--- config.mk ---
export PLATFORM = sky130hd
export DESIGN_NAME = time_set_ctrl
export DESIGN_NICKNAME = d
export VERILOG_FILES = /design/src/rtl/time_set_ctrl.sv
export SDC_FILE = /design/constraint.sdc
export NUM_CORES = 1
export LEC_CHECK = 0
export ABC_AREA = 0
export BUFFER_PORTS_ARGS = -buffer_cell sky130_fd_sc_hd__buf_2
export CAP_MARGIN = 40
export CORE_MARGIN = 4
export CORE_UTILIZATION = 68
export CTS_BUF_LIST = sky130_fd_sc_hd__clkbuf_2
export DETAILED_ROUTE_END_ITERATION = 12
export HOLD_SLACK_MARGIN = 0.08
export PLACE_DENSITY = 0.86
export SLEW_MARGIN = 20
export SYNTH_ARGS = -nofsm -noshare
export SYNTH_HDL_FRONTEND = slang
export SYNTH_SLANG_ARGS = --single-unit
--- constraint.sdc ---
create_clock -name clk -period 3.5 [get_ports clk]
set_input_delay 0.7 -clock clk [delete_from_list [all_inputs] [get_ports clk]]
set_output_delay 0.7 -clock clk [all_outputs]
set_load 0.1 [all_outputs]
--- src/rtl/time_set_ctrl.sv ---
// ---------------------------------------------------------------------------
// time_set_ctrl
//
// Purpose:
//   Push-button time-setting front end for a six-digit BCD time-of-day
//   counter. Three raw buttons are synchronized and debounced into one-cycle
//   press pulses. A mode press captures the running time into edit
//   registers. Further mode presses step through the hour, minute and second
//   fields. Up/down presses edit the selected field. The final mode press
//   writes the edited time back with a one-cycle load strobe. A per-digit
//   blank mask lets the display multiplexer blink the field being edited.
//
// Ports:
//   clk            system clock, all state updates on its rising edge
//   rst            synchronous active-high reset
//   btn_mode       raw asynchronous mode button, active-high
//   btn_up         raw asynchronous increment button, active-high
//   btn_down       raw asynchronous decrement button, active-high
//   cur_*          running time from the counter (BCD digits)
//   ld_*           edited time (BCD digits); the counter only takes it
//                  when load is high
//   load           one-cycle strobe that commits ld_* to the counter
//   set_active     high while a field is being edited
//   digit_blank    per-digit blank request, bit5=hr_tens ... bit0=sec_ones
// ---------------------------------------------------------------------------
module time_set_ctrl #(
  parameter int DEB_CYCLES = 1000000,
  parameter int BLINK_DIV  = 25000000
) (
  input  logic       clk,
  input  logic       rst,
  input  logic       btn_mode,
  input  logic       btn_up,
  input  logic       btn_down,
  input  logic [1:0] cur_hr_tens,
  input  logic [3:0] cur_hr_ones,
  input  logic [2:0] cur_min_tens,
  input  logic [3:0] cur_min_ones,
  input  logic [2:0] cur_sec_tens,
  input  logic [3:0] cur_sec_ones,
  output logic [1:0] ld_hr_tens,
  output logic [3:0] ld_hr_ones,
  output logic [2:0] ld_min_tens,
  output logic [3:0] ld_min_ones,
  output logic [2:0] ld_sec_tens,
  output logic [3:0] ld_sec_ones,
  output logic       load,
  output logic       set_active,
  output logic [5:0] digit_blank
);

  localparam int DEB_W = $clog2(DEB_CYCLES + 1);
  localparam int BLK_W = $clog2(BLINK_DIV + 1);
  localparam logic [DEB_W-1:0] DEB_LAST = DEB_W'(DEB_CYCLES - 1);
  localparam logic [BLK_W-1:0] BLK_LAST = BLK_W'(BLINK_DIV - 1);

  typedef enum logic [2:0] {
    RUN,
    SET_HR,
    SET_MIN,
    SET_SEC,
    COMMIT
  } state_t;

  // Button bit order used throughout: 0 = mode, 1 = up, 2 = down.
  logic [2:0]       btnRaw;
  logic [2:0]       sync1_q;
  logic [2:0]       sync2_q;
  logic [2:0]       level_q;
  logic [2:0]       levelPrev_q;
  logic [2:0]       press_q;
  logic [DEB_W-1:0] debCnt_q [3];

  logic       modeEv;
  logic       upEv;
  logic       downEv;
  logic       stepEv;
  logic       edited;

  state_t     state_q, state_d;
  logic [1:0] hrTens_q, hrTens_d;
  logic [3:0] hrOnes_q, hrOnes_d;
  logic [2:0] minTens_q, minTens_d;
  logic [3:0] minOnes_q, minOnes_d;
  logic [2:0] secTens_q, secTens_d;
  logic [3:0] secOnes_q, secOnes_d;

  logic [BLK_W-1:0] blinkCnt_q, blinkCnt_d;
  logic             blinkPhase_q, blinkPhase_d;

  logic       load_q, load_d;
  logic       setActive_q, setActive_d;
  logic [5:0] digitBlank_q, digitBlank_d;

  assign btnRaw = {btn_down, btn_up, btn_mode};

  // Hours step, treating the BCD pair as one value in 00..23. A pair that
  // is not a legal hour (e.g. captured from a corrupted counter) snaps to 00
  // on the first edit so the user always starts from a sane value.
  function automatic logic [5:0] hrStep(input logic [1:0] tens,
                                        input logic [3:0] ones,
                                        input logic       up);
    logic [5:0] r;
    logic       valid;
    valid = ((tens < 2'd2) && (ones <= 4'd9)) ||
            ((tens == 2'd2) && (ones <= 4'd3));
    if (!valid) begin
      r = 6'h00;
    end else if (up) begin
      if ((tens == 2'd2) && (ones == 4'd3)) r = 6'h00;
      else if (ones == 4'd9)                r = {tens + 2'd1, 4'd0};
      else                                  r = {tens, ones + 4'd1};
    end else begin
      if ((tens == 2'd0) && (ones == 4'd0)) r = 6'h23;
      else if (ones == 4'd0)                r = {tens - 2'd1, 4'd9};
      else                                  r = {tens, ones - 4'd1};
    end
    return r;
  endfunction

  // Minutes/seconds step over 00..59 with the same snap-to-00 rule for
  // illegal captured pairs.
  function automatic logic [6:0] msStep(input logic [2:0] tens,
                                        input logic [3:0] ones,
                                        input logic       up);
    logic [6:0] r;
    logic       valid;
    valid = (tens <= 3'd5) && (ones <= 4'd9);
    if (!valid) begin
      r = 7'h00;
    end else if (up) begin
      if ((tens == 3'd5) && (ones == 4'd9)) r = 7'h00;
      else if (ones == 4'd9)                r = {tens + 3'd1, 4'd0};
      else                                  r = {tens, ones + 4'd1};
    end else begin
      if ((tens == 3'd0) && (ones == 4'd0)) r = 7'h59;
      else if (ones == 4'd0)                r = {tens - 3'd1, 4'd9};
      else                                  r = {tens, ones - 4'd1};
    end
    return r;
  endfunction

  // Input path: 2-FF synchronizer, then a stability counter per button.
  // The debounced level only flips after DEB_CYCLES consecutive synchronized
  // samples disagree with it; any agreeing sample restarts the count. The
  // press pulse is taken from a delayed copy of the level, which fixes the
  // raw-edge-to-pulse latency at DEB_CYCLES+3 cycles.
  always_ff @(posedge clk) begin
    if (rst) begin
      sync1_q     <= '0;
      sync2_q     <= '0;
      level_q     <= '0;
      levelPrev_q <= '0;
      press_q     <= '0;
      for (int i = 0; i < 3; i++) begin
        debCnt_q[i] <= '0;
      end
    end else begin
      sync1_q     <= btnRaw;
      sync2_q     <= sync1_q;
      levelPrev_q <= level_q;
      press_q     <= level_q & ~levelPrev_q;
      for (int i = 0; i < 3; i++) begin
        if (sync2_q[i] == level_q[i]) begin
          debCnt_q[i] <= '0;
        end else if (debCnt_q[i] == DEB_LAST) begin
          level_q[i]  <= sync2_q[i];
          debCnt_q[i] <= '0;
        end else begin
          debCnt_q[i] <= debCnt_q[i] + DEB_W'(1);
        end
      end
    end
  end

  // Event decode: mode always wins; simultaneous up and down cancel.
  assign modeEv = press_q[0];
  assign upEv   = press_q[1] & ~press_q[2];
  assign downEv = press_q[2] & ~press_q[1];
  assign stepEv = upEv | downEv;

  // Next-state logic for the editing FSM, the edit registers, the blink
  // timer and the registered outputs. Outputs are derived from the next
  // state so they change on the same edge as the state itself.
  always_comb begin
    state_d      = state_q;
    hrTens_d     = hrTens_q;
    hrOnes_d     = hrOnes_q;
    minTens_d    = minTens_q;
    minOnes_d    = minOnes_q;
    secTens_d    = secTens_q;
    secOnes_d    = secOnes_q;
    edited       = 1'b0;
    blinkCnt_d   = blinkCnt_q;
    blinkPhase_d = blinkPhase_q;
    load_d       = 1'b0;
    setActive_d  = 1'b0;
    digitBlank_d = 6'b000000;

    case (state_q)
      RUN: begin
        if (modeEv) begin
          state_d   = SET_HR;
          hrTens_d  = cur_hr_tens;
          hrOnes_d  = cur_hr_ones;
          minTens_d = cur_min_tens;
          minOnes_d = cur_min_ones;
          secTens_d = cur_sec_tens;
          secOnes_d = cur_sec_ones;
        end
      end
      SET_HR: begin
        if (modeEv) begin
          state_d = SET_MIN;
        end else if (stepEv) begin
          {hrTens_d, hrOnes_d} = hrStep(hrTens_q, hrOnes_q, upEv);
          edited = 1'b1;
        end
      end
      SET_MIN: begin
        if (modeEv) begin
          state_d = SET_SEC;
        end else if (stepEv) begin
          {minTens_d, minOnes_d} = msStep(minTens_q, minOnes_q, upEv);
          edited = 1'b1;
        end
      end
      SET_SEC: begin
        if (modeEv) begin
          state_d = COMMIT;
        end else if (stepEv) begin
          {secTens_d, secOnes_d} = msStep(secTens_q, secOnes_q, upEv);
          edited = 1'b1;
        end
      end
      COMMIT: begin
        state_d = RUN;
      end
      default: begin
        state_d = RUN;
      end
    endcase

    // Restart the blink on any state change or edit so the new value is
    // shown immediately rather than possibly landing in a blanked phase.
    if ((state_d != state_q) || edited) begin
      blinkCnt_d   = '0;
      blinkPhase_d = 1'b0;
    end else if (blinkCnt_q == BLK_LAST) begin
      blinkCnt_d   = '0;
      blinkPhase_d = ~blinkPhase_q;
    end else begin
      blinkCnt_d   = blinkCnt_q + BLK_W'(1);
    end

    load_d = (state_d == COMMIT);

    case (state_d)
      SET_HR: begin
        setActive_d  = 1'b1;
        digitBlank_d = {blinkPhase_d, blinkPhase_d, 4'b0000};
      end
      SET_MIN: begin
        setActive_d  = 1'b1;
        digitBlank_d = {2'b00, blinkPhase_d, blinkPhase_d, 2'b00};
      end
      SET_SEC: begin
        setActive_d  = 1'b1;
        digitBlank_d = {4'b0000, blinkPhase_d, blinkPhase_d};
      end
      default: begin
        setActive_d  = 1'b0;
        digitBlank_d = 6'b000000;
      end
    endcase
  end

  // State, edit registers, blink timer and output registers. Reset throws
  // away any edit in progress without ever raising load.
  always_ff @(posedge clk) begin
    if (rst) begin
      state_q      <= RUN;
      hrTens_q     <= '0;
      hrOnes_q     <= '0;
      minTens_q    <= '0;
      minOnes_q    <= '0;
      secTens_q    <= '0;
      secOnes_q    <= '0;
      blinkCnt_q   <= '0;
      blinkPhase_q <= 1'b0;
      load_q       <= 1'b0;
      setActive_q  <= 1'b0;
      digitBlank_q <= '0;
    end else begin
      state_q      <= state_d;
      hrTens_q     <= hrTens_d;
      hrOnes_q     <= hrOnes_d;
      minTens_q    <= minTens_d;
      minOnes_q    <= minOnes_d;
      secTens_q    <= secTens_d;
      secOnes_q    <= secOnes_d;
      blinkCnt_q   <= blinkCnt_d;
      blinkPhase_q <= blinkPhase_d;
      load_q       <= load_d;
      setActive_q  <= setActive_d;
      digitBlank_q <= digitBlank_d;
    end
  end

  assign ld_hr_tens  = hrTens_q;
  assign ld_hr_ones  = hrOnes_q;
  assign ld_min_tens = minTens_q;
  assign ld_min_ones = minOnes_q;
  assign ld_sec_tens = secTens_q;
  assign ld_sec_ones = secOnes_q;
  assign load        = load_q;
  assign set_active  = setActive_q;
  assign digit_blank = digitBlank_q;

endmodule

### Word-level counts from Yosys, hierarchy flattened

Memories as Yosys holds them, arrays and structs flattened.
Cells that the tools add are included.
W data, S select, Z words.

| storage, ports and cells | value |
|---|---|
| bits in registers | 72 |
| memory bits (writable) | 60 |
| input port bits | 25 |
| output and inout bits | 28 |
| memories kept | 1 |

| cells by class | value |
|---|---|
| $add $sub $neg | 16 |
| magnitude comparators | 7 |
| equality and inequality tests | 35 |
| mux-type cells | 98 |
| bitwise gates (word level) | 20 |
| reduce and logical (&&, ||, !) cells | 34 |

Memory list:

| memory | words | bits a word | rd ports | clocked after memory_dff | wr ports | line | text |
|---|---|---|---|---|---|---|---|
| debCnt_q | 3 | 20 | 3 | 0 | 3 | 72 | `logic [DEB_W-1:0] debCnt_q [3];` |

Operator list:

| kind | number |
|---|---|
| $mux W20 | 9 |
| $mux W7 | 12 |
| $add A20 B1 Y20 const B | 3 |
| $eq A20 B20 Y1 const B | 3 |
| $mux W1 | 41 |
| $mux W4 | 9 |
| $mux W6 | 6 |
| $mux W3 | 10 |
| $ne A5 B5 Y1 const B | 6 |
| $add A25 B1 Y25 const B | 1 |
| $eq A25 B25 Y1 const B | 1 |
| $pmux W4 S2 | 3 |
| $pmux W6 S3 | 1 |
| $reduce_and A6 Y1 | 3 |
| $ne A2 B2 Y1 const B | 7 |
| $add A4 B1 Y4 const B | 3 |
| $eq A3 B2 Y1 const B | 4 |
| $eq A4 B4 Y1 const B | 3 |
| $le A4 B4 Y1 const B | 3 |
| $logic_not A4 Y1 | 3 |
| $pmux W3 S2 | 2 |
| $pmux W3 S4 | 1 |
| $reduce_and A4 Y1 | 3 |
| $sub A4 B1 Y4 const B | 3 |
| 27 further kinds | 70 |

### Depth between registers and ports, before layout

Gate-level depths: netlist (run 1).

| logic depth | value |
|---|---|
| depth in word-level cells | 9 |
| gate-level depth with buffers | 9 |

### Least setup slack after synthesis (run 1)

OpenSTA, ideal clock, no wires.

| timing | value |
|---|---|
| kind | flip-flop to flip-flop |
| start | register hrOnes_q[0] (netlist: ld_hr_ones[0]) |
| end | register hrOnes_q[3] (netlist: ld_hr_ones[3]) |
| data arrival time | 2480 ps |
| required time | 3429 ps |
| setup slack | 949 ps |
| stages on the path, launching flop included | 8 |
| path buffers | 0 |
| clock period less this slack | 2551 ps |
| path through | dfxtp_1 inv_1 ha_1 inv_1 a211oi_1 a2111o_1 a211o_1 a21oi_1 |

| between the ends | value |
|---|---|
| word-level cells in the longest chain between the ends | 8 |
| elaborated cells on any way between the ends | 21 |
| those cells by class | add/sub: 2; order compare: 2; eq/ne: 2; mux: 9; reduce/logical: 6 |

RTL lines:

| item | line | text |
|---|---|---|
| from (decl) | 82 | `logic [3:0] hrOnes_q, hrOnes_d;` |
| from (signal assigned) | 297 | `hrOnes_q <= hrOnes_d;` |
| $sub A4 B1 Y4, or another cell as far along | 116 | `else r = {tens, ones - 4'd1};` |
| $mux W6, or another cell as far along | 115 | `else if (ones == 4'd0) r = {tens - 2'd1, 4'd9};` |
| $mux W6 (on tied branches) | 114, 110 |  |
| $mux W6 | 109 | `end else if (up) begin` |
| $mux W6 (*) | 107 | `if (!valid) begin` |
| $mux W4 (*) | 215 | `end else if (stepEv) begin` |
| $mux W4 (*) | 213 | `if (modeEv) begin` |
| $pmux W4 S2 (*) | 200 | `case (state_q)` |

Mark *: on every way between the ends. The rest lies on a longest branch, timed or not. The select of a mux whose other input is x is not followed.
A chain may end at the register's enable or synchronous reset.

### Worst setup path in the final report (run 1)

| timing | value |
|---|---|
| start | register secOnes_q[1] (netlist: ld_sec_ones[1]) |
| end | output port ld_sec_ones[1] |

RTL lines:

| item | line | text |
|---|---|---|
| from (decl) | 86 | `logic [3:0] secOnes_q, secOnes_d;` |
| from (signal assigned) | 301 | `secOnes_q <= secOnes_d;` |
| to (decl) | 46 | `output logic [3:0] ld_sec_ones,` |

No word-level cell between the ends.

==> results of run 1 <==
==> registers in the layout, indices dropped and copies added, names as in the netlist <==
register      cells
levelPrev_q       3
level_q           3
ld_hr_tens        2
ld_sec_tens       3
debCnt_q         60
press_q           3
sync1_q           3
load              1
blinkPhase_q      1
blinkCnt_q       25
ld_hr_ones        4
sync2_q           3
state_q           3
set_active        1
ld_min_ones       4
ld_sec_ones       4
ld_min_tens       3
digit_blank       3
==> final cells by class <==
type	instances	share of cell area (%)
Tap cell	136	2.138
Multi-Input combinational cell	626	49.51
Clock buffer	17	1.069
Timing Repair Buffer	55	3.647
Clock inverter	15	2.421
Sequential cell	129	39.99
Inverter	26	1.226
==> worst max-delay path by stage <==
stage,end,slack [ns],cells past startpoint
finish,ld_sec_ones[1],0.97,1
global route,debCnt_q[2][3],0.84,5
CTS,ld_sec_ones[1],0.94,1
detailed placement,debCnt_q[2][15],1.06,5
global placement,debCnt_q[2][18],1.21,5
floorplan,ld_hr_ones[3],0.95,7
==> placed cells by master (no fill, tap or decap), drive strengths merged, types with 32 or more instances in the layout <==
cell,synthesis,final
xnor2,32,32
conb,1,60
buf,26,55
nor2,129,129
inv,26,35
nand2,38,38
nand3,44,44
dfxtp,69,69
edfxtp,60,60
xor2,53,53
==> metrics by stage <==
stage / worst slack, ns / total power, W / area [um^2] / cells / utilization, %
6_report: 0.9662 / 0.002774 / 7960 / 1004 / 77.11
5_1_grt: 0.8361 / 0.002892 / 7960 / 1004 / 77.11
4_1_cts: 0.9419 / 0.002798 / 7960 / 1004 / 77.11
3_5_place_dp: 1.062 / 0.001777 / 7682 / 972 / 74.42
3_3_place_gp: 1.211 / 0.001770 / 7667 / 971 / 74.27
2_1_floorplan: 0.9487 / 0.001743 / 7411 / 815 / -
==> routing by layer <==
metal | track usage (%) | vias to the layer above | share of wire [%]
met5 | 0 | - | 0
met4 | 8.210 | 0 | 2.1
met3 | 5.240 | 36 | 5.5
met2 | 40.37 | 163 | 50
met1 | 30.19 | 2666 | 43
li1 | - | 2844 | -
==> logic make-up (layout without fill, tap and decap cells) <==
family	count (synthesis)	in the layout	synth area share [%]
flops	129	129	44.27
other cells	1	60	0.05216
compound gates	106	106	11.12
xor+xnor	85	85	10.36
mux	6	6	0.8528
simple gates	350	350	26.05
buf+inv	60	113	3.985
fa+ha+maj	19	19	3.307
==> report_power, final <==
| part | switching (W) | total [W] | internal (W) |
|---|---|---|---|
| sequential | 0.0000351 | 0.00165 | 0.00161 |
| combinational | 0.0000597 | 0.000101 | 0.0000409 |
| clock | 0.000602 | 0.00102 | 0.000423 |
==> run metrics, run 1 <==
Leak Pwr=3.022 nW; Placer Congestion=0.8453; GRT Util Overall=23.84%; CP Launch Type=register; Peak VDD IR=0.0002293 V; global-route wire length before repair=24720 um; RR Endpoint=debCnt_q[2][15]; Worst slew margin=46.66%; Max clock buf depth=2; Cells after Synth=756; clock transition at the registers of the reported paths=0.20 ns; status=completed; post-synthesis cell area=0.007189 mm^2; Initial Util=69.64%; Hold Path Class=in2reg; FF-to-FF Start=debCnt_q[2][7]; cts repair resizes=0; worst r2r path cells=5; initial antenna violation count=0; Critical Path End Type=output pin; Post-CTS Hold Buffers=0; slowest CP cell=dfxtp_1; hold endpoint=sync1_q[2]; top cell family by delay on the critical path=flip-flops; max-cap violation count=0; worst-path cell chain=buf_2; H-tree levels=4; sequential share of the synthesized area=44.27%; Crit path largest cell delay=0.64 ns; TritonCTS clock tree=yes; setup tns final=0 ns; Cells on Worst Hold Path=2; top post-synthesis cells by area=edfxtp_1 (25%), dfxtp_1 (19%), nor2_1 (6.7%), xor2_1 (6.5%), xnor2_1 (3.9%); Period Utilization, post-route=72.39%; kind of critical path=reg2out; pin count of the biggest net entering global routing=33; total gr overflow=0; Warnings, synthesis=0; Placeable Area=0.01032 mm^2; routed len/inst=14.11 um; Setup-failing EPs final=0; Mean Syn Cell Area=9.510 um^2; Detailed Place HPWL=10180 um; Pre-antenna DRT Iters=5; post-synth top area cell=edfxtp_1; number of synthesized flops with an enable pin=60; fillcell total=713; post-synth top area share=25.06%; port bufs=52; FF/Latch Area=0.003183 mm^2; # DRC=0; worst skew pair latency=0.69 ns; final number of max-transition violations=0; total CTS buffers=17; Yosys cell types=78; min Tclk post-route=2.534 ns; final WL=14170 um; CP Data Required Time=2.80 ns; footprint of the multi-input gates=0.003941 mm^2; WP buf/inv=1; layout cells sized above 1=13.59%; Die ar.=0.01228 mm^2; Crit path arrival time=1.83 ns; WHS=0.2436 ns; Die W=110.8 um; area grow syn2layout=10.72%; Worst Tran Pin Value=0.8001 ns; R2R Setup Slk=1.08 ns; Top FF cell, synth=dfxtp_1; CP startpoint=ld_sec_ones[1]; post-CTS setup buffers=0; Die Ht=110.8 um; nets=899; hold_sp=btn_down; initial DRC count=371; PwrDens=348.5 mW/mm^2; DR vias=5709; number of I/O pins=53; Layout Skew=0.02979 ns; final count of hold timing violations=0; most frequent cell after synthesis=nor2_1; ANT cells=0; #FFs+latches synth=129; vias in the first global route=5573; critical path peak fanout=13; Final ANT Viol Nets=0; fmax=394.7 MHz; unrepaired setup endpoints after global routing=no; Rows=37; synth cell count leaders=nor2_1 (128), dfxtp_1 (69), edfxtp_1 (60), xor2_1 (53), nand3_1 (43); via-per-instance ratio=5.686; Async S/R FF share, synth=0%; clk sinks=129; root buf cell=clkbuf_2
(Power assumes the default switching activity.)
==> inputs of run 2 (changes only) <==
ABC_AREA = 1   (was 0)
CORE_UTILIZATION = 57   (was 68)
PLACE_DENSITY = 0.76   (was 0.86)
clock period = 2.2 ns   (was 3.5 ns; I/O delays follow)
==> run 2 against run 1 <==
Sequential power rose by 59%. Critical path type unchanged. Setup slack got worse by 0.88 ns. Largest power group unchanged. Cell count up 33%.
==> run metrics, run 2 <==
commonest non-fill, non-tap cells in the layout=nand2_1 (205), nor2_1 (144), inv_1 (119) (was nor2_1 (128), dfxtp_1 (69), edfxtp_1 (60), conb_1 (60), xor2_1 (53)); post-synth top area cell=edfxtp_1 (unchanged); final WL=15970 um (was 14170 um); top post-synthesis cells by area=edfxtp_1 (24%), dfxtp_1 (18%), nand2_1 (10%), nor2_1 (7.2%), inv_1 (5.9%) (was edfxtp_1 (25%), dfxtp_1 (19%), nor2_1 (6.7%), xor2_1 (6.5%), xnor2_1 (3.9%)); Async S/R FF share, synth=0% (unchanged); Die W=123.1 um (was 110.8 um); fillcell total=1164 (was 713); number of synthesized flops with an enable pin=60 (unchanged); Final ANT Viol Nets=0 (unchanged); Top FF cell, synth=dfxtp_1 (unchanged); Die ar.=0.01516 mm^2 (was 0.01228 mm^2); FF/Latch Area=0.003188 mm^2 (was 0.003183 mm^2); Peak VDD IR=0.0004769 V (was 0.0002293 V); Initial Util=58.93% (was 69.64%); GRT Util Overall=22.32% (was 23.84%); total CTS buffers=17 (unchanged); PwrDens=484.9 mW/mm^2 (was 348.5 mW/mm^2); #FFs+latches synth=129 (unchanged); # DRC=0 (unchanged); critical path peak fanout=7 (was 13); clk sinks=129 (unchanged); Placeable Area=0.01282 mm^2 (was 0.01032 mm^2); H-tree levels=4 (unchanged); top cell family by delay on the critical path=flip-flops (unchanged); most frequent cell after synthesis=nand2_1 (was nor2_1); layout cells sized above 1=12.95% (was 13.59%); root buf cell=clkbuf_2 (unchanged); initial DRC count=574 (was 371); CP Launch Type=register (unchanged); Warnings, synthesis=0 (unchanged); clock transition at the registers of the reported paths=0.19 ns (was 0.20 ns); Mean Syn Cell Area=7.475 um^2 (was 9.510 um^2); Yosys cell types=50 (was 78); Leak Pwr=3.649 nW (was 3.022 nW); pre-CTS WS=0.2384 ns (was 1.062 ns); WP buf/inv=1 (unchanged); DR vias=6908 (was 5709); Most flops, register=debCnt_q (unchanged); Critical Path End Type=output pin (unchanged); Placer Congestion=0.9041 (was 0.8453); slowest CP cell=dfxtp_1 (unchanged); via-per-instance ratio=5.163 (was 5.686); post-synthesis cell area=0.007557 mm^2 (was 0.007189 mm^2); footprint of the multi-input gates=0.003981 mm^2 (was 0.003941 mm^2); area grow syn2layout=14.55% (was 10.72%); min Tclk post-route=2.112 ns; final count of hold timing violations=0 (unchanged); Rows=41 (was 37); synth cell count leaders=nand2_1 (205), nor2_1 (144), inv_1 (119), nand3_1 (75), dfxtp_1 (69) (was nor2_1 (128), dfxtp_1 (69), edfxtp_1 (60), xor2_1 (53), nand3_1 (43)); ANT cells=0 (unchanged); port bufs=52 (unchanged); Detailed Place HPWL=11670 um (was 10180 um); max-cap violation count=0 (unchanged); routed len/inst=11.93 um (was 14.11 um); most common cell after layout, fill and taps aside=nand2_1 (was nor2_1); fin util=67.50% (was 77.11%); Hold Path Class=in2reg (unchanged); Max clock buf depth=2 (unchanged); worst skew pair latency=0.70 ns (was 0.69 ns); global-route wire length before repair=27830 um (was 24720 um); Die Ht=123.1 um (was 110.8 um); initial antenna violation count=0 (unchanged); Layout Skew=0.02907 ns (was 0.02979 ns); Period Utilization, post-route=95.98%; vias in the first global route=6515 (was 5573); total gr overflow=0 (unchanged); post-synth top area share=23.84% (was 25.06%); CP Data Required Time=1.76 ns (was 2.80 ns); Cells after Synth=1011 (was 756); Final WS setup=0.08850 ns (was 0.9662 ns); nets=1197 (was 899); status=completed (unchanged); fmax=473.6 MHz; Crit path arrival time=1.67 ns (was 1.83 ns); unrepaired setup endpoints after global routing=no (unchanged); sequential share of the synthesized area=42.12% (was 44.27%); number of I/O pins=53 (unchanged); R2R Setup Slk=0.26 ns (was 1.08 ns); pin count of the biggest net entering global routing=27 (was 33); Crit path largest cell delay=0.50 ns (was 0.64 ns); setup tns final=0 ns (unchanged); final number of max-transition violations=0 (unchanged); TritonCTS clock tree=yes (unchanged); max reg flops=60 (unchanged); Pre-antenna DRT Iters=5 (unchanged); Setup-failing EPs final=0 (unchanged); worst-path cell chain=buf_2 (unchanged); largest registers=debCnt_q x60, blinkCnt_q x25 (unchanged); kind of critical path=reg2out (unchanged)
-- run 2: cell families after synthesis --
kind of cell / count (synthesis) / share of synthesized area (%)
AO/OA/AOI/OAI: 118 / 8.742
XOR/XNOR: 30 / 3.477
adder cells (fa/ha/maj): 19 / 3.146
buffers and inverters: 153 / 8.129
flip-flops: 129 / 42.12
multiplexers: 1 / 0.1490
other: 1 / 0.04962
AND/OR/NAND/NOR: 560 / 34.19
-- run 2: timing repair --
action | CTS | global route
hold buffers | 21 | 0
endpoints found under the setup margin | 2 | 17
gates resized for setup | 2 | 1
hold endpoints to repair | 21 | 0
buffers inserted | 0 | 1
-- run 2: worst paths after layout --
kind | cells past startpoint | from | endpoint
max | 1 | ld_min_ones[2] | ld_min_ones[2]
min | 5 | cur_sec_tens[0] | ld_sec_tens[0]
max reg2reg | 11 | debCnt_q[0][1] | debCnt_q[0][11]
min reg2reg | 2 | sync1_q[1] | sync2_q[1]
-- run 2: layer usage --
| metal | track usage [%] | vias up | part of all wire (%) |
|---|---|---|---|
| met5 | 0 | - | 0 |
| met4 | 6.505 | 0 | 1.2 |
| met3 | 5.764 | 21 | 4.9 |
| met2 | 37.10 | 176 | 48 |
| met1 | 28.79 | 3117 | 46 |
| li1 | - | 3594 | - |
-- run 2: cell type report --
class,instances,area share (%)
sequential,129,36.83
tap,172,2.486
timing repair buffer,84,6.475
clock inverter,14,1.416
multi-input combinational,788,45.99
clock buffer,18,1.041
inverter,133,5.767
-- run 2: metrics by stage --
stage / cells / area, um^2 / total power [W] / hold slack (ns)
3_5_place_dp: 1284 / 8219 / 0.002851 / 0.3853
4_1_cts: 1337 / 8647 / 0.004244 / 0.08320
2_1_floorplan: 1070 / 7784 / 0.002786 / 0.3732
5_1_grt: 1338 / 8657 / 0.004381 / 0.1020
3_3_place_gp: 1284 / 8219 / 0.002847 / 0.3773
6_report: 1338 / 8657 / 0.004198 / 0.1383
-- run 2: report_power, final --
group / switching, W / internal, W
clock network: 0.000864 / 0.000500
logic: 0.000119 / 0.0000921
registers: 0.0000564 / 0.00257
==> inputs of run 3 (changes only) <==
CELL_PAD_IN_SITES_DETAIL_PLACEMENT = 0   (was not set)
CELL_PAD_IN_SITES_GLOBAL_PLACEMENT = 1   (was not set)
CORE_UTILIZATION = 42   (was 57)
==> run 3 against run 2 <==
Setup slack gained 0.062 ns. Sequential share of layout area shrank 0.54 points. Critical path depth is the same. First-iteration DRC count shrank 50%. Global-route usage shrank 5.5 points. Clock-buffer cell count is the same. Clock power grew 16%. Fmax grew 3.0%. Sequential power is essentially flat. Final area grew 1.5%. Critical path type unchanged. Critical endpoint is now ld_min_ones[0]. Largest cell class unchanged. Highest routed layer unchanged.
==> run metrics, run 3 (synthesis results as in run 2) <==
status=completed (unchanged); final count of hold timing violations=0 (unchanged); total CTS buffers=17 (unchanged); Period Utilization, post-route=93.18% (was 95.98%); min Tclk post-route=2.050 ns (was 2.112 ns); WP buf/inv=1 (unchanged); area grow syn2layout=16.24% (was 14.55%); Most flops, register=debCnt_q (unchanged); number of I/O pins=53 (unchanged); Die W=142.1 um (was 123.1 um); Pre-antenna DRT Iters=6 (was 5); initial antenna violation count=1 (was 0); global-route wire length before repair=28380 um (was 27830 um); Max clock buf depth=2 (unchanged); Setup-failing EPs final=0 (unchanged); via-per-instance ratio=4.828 (was 5.163); final WL=16570 um (was 15970 um); WHS=0.1519 ns (was 0.1383 ns); Layout Skew=0.02245 ns (was 0.02907 ns); Hold Path Class=in2reg (unchanged); Crit path arrival time=1.61 ns (was 1.67 ns); Placeable Area=0.01748 mm^2 (was 0.01282 mm^2); routed len/inst=11.90 um (was 11.93 um); pin count of the biggest net entering global routing=28 (was 27); clock transition at the registers of the reported paths=0.21 ns (was 0.19 ns); Critical Path End Type=output pin (unchanged); CP Launch Type=register (unchanged); clk sinks=129 (unchanged); most common cell after layout, fill and taps aside=nand2_1 (unchanged); vias in the first global route=6228 (was 6515); TritonCTS clock tree=yes (unchanged); Rows=48 (was 41); slowest CP cell=dfxtp_1 (unchanged); max-cap violation count=0 (unchanged); top cell family by delay on the critical path=flip-flops (unchanged); Leak Pwr=3.679 nW (was 3.649 nW); PwrDens=503.2 mW/mm^2 (was 484.9 mW/mm^2); overall power=0.004420 W (was 0.004198 W); Initial Util=43.24% (was 58.93%); Die ar.=0.02020 mm^2 (was 0.01516 mm^2); H-tree levels=4 (unchanged); final number of max-transition violations=0 (unchanged); max reg flops=60 (unchanged); DR vias=6726 (was 6908); worst skew pair latency=0.67 ns (was 0.70 ns); critical path peak fanout=6 (was 7); Final ANT Viol Nets=0 (unchanged); CP Data Required Time=1.76 ns (about the same); commonest non-fill, non-tap cells in the layout=nand2_1 (205), nor2_1 (144), inv_1 (119) (unchanged); total gr overflow=0 (unchanged); nets=1197 (unchanged); setup tns final=0 ns (unchanged); Crit path largest cell delay=0.47 ns (was 0.50 ns); Detailed Place HPWL=12300 um (was 11670 um); unrepaired setup endpoints after global routing=no (unchanged); Die Ht=142.1 um (was 123.1 um); worst-path cell chain=buf_2 (unchanged); Placer Congestion=0.8490 (was 0.9041); layout cells sized above 1=13.04% (was 12.95%); kind of critical path=reg2out (unchanged); fin util=50.26% (was 67.50%); root buf cell=clkbuf_2 (unchanged); GRT Util Overall=16.86% (was 22.32%); # DRC=0 (unchanged); largest registers=debCnt_q x60, blinkCnt_q x25 (unchanged); Peak VDD IR=0.0004061 V (was 0.0004769 V); fmax=487.8 MHz (was 473.6 MHz); initial DRC count=287 (was 574); port bufs=52 (unchanged)
==> run 3: cell type report <==
| cell class | count | area, um^2 |
|---|---|---|
| Fill cell | 1782 | 8692 |
| Multi-Input combinational cell | 788 | 3981 |
| Sequential cell | 129 | 3188 |
| Timing Repair Buffer | 84 | 578.1 |
| Inverter | 133 | 499.2 |
| Tap cell | 225 | 281.5 |
| Clock inverter | 14 | 161.4 |
| Clock buffer | 18 | 90.09 |
| Antenna cell | 2 | 5.005 |
==> run 3: through the flow <==
step                worst slack, ns  cells  area, um^2
floorplan                   0.04229   1070        7784
global placement             0.2880   1336        8290
detailed placement           0.2451   1336        8290
CTS                        0.003368   1390        8765
global route               0.003666   1392        8782
finish                       0.1501   1393        8785
==> run 3: path summary, 6_finish.rpt <==
path                                       from             end  slack [ns]  cells past startpoint
worst max-delay path             ld_min_ones[0]  ld_min_ones[0]        0.15                      1
worst min-delay path            cur_sec_tens[0]  ld_sec_tens[0]        0.15                      5
worst max register to register   debCnt_q[0][0]  debCnt_q[0][6]        0.26                     11
worst min register to register   levelPrev_q[1]      press_q[1]        0.41                      1
==> run 3: timing repair <==
item                                    in CTS  in global routing
hold buffers                                22                  0
gates resized for setup                      1                  4
endpoints found under the setup margin       1                  4
gates cloned                                 0                  0
setup buffers                                0                  1
endpoints found under the hold margin       22                  0
==> run 3: power breakdown <==
group          internal (W)  switching, W  leakage, nW
clock network      0.000638      0.000947        0.157
registers           0.00257     0.0000546         1.18
logic             0.0000947      0.000119         2.34
==> run 3: metal layers <==
| metal | share of wire (%) | GRT usage, % | up-vias |
|---|---|---|---|
| li1 | - | - | 3585 |
| met1 | 48 | 22.11 | 3018 |
| met2 | 47 | 28.02 | 104 |
| met3 | 3.5 | 3.629 | 19 |
| met4 | 1.5 | 5.000 | 0 |
| met5 | 0 | 0 | - |
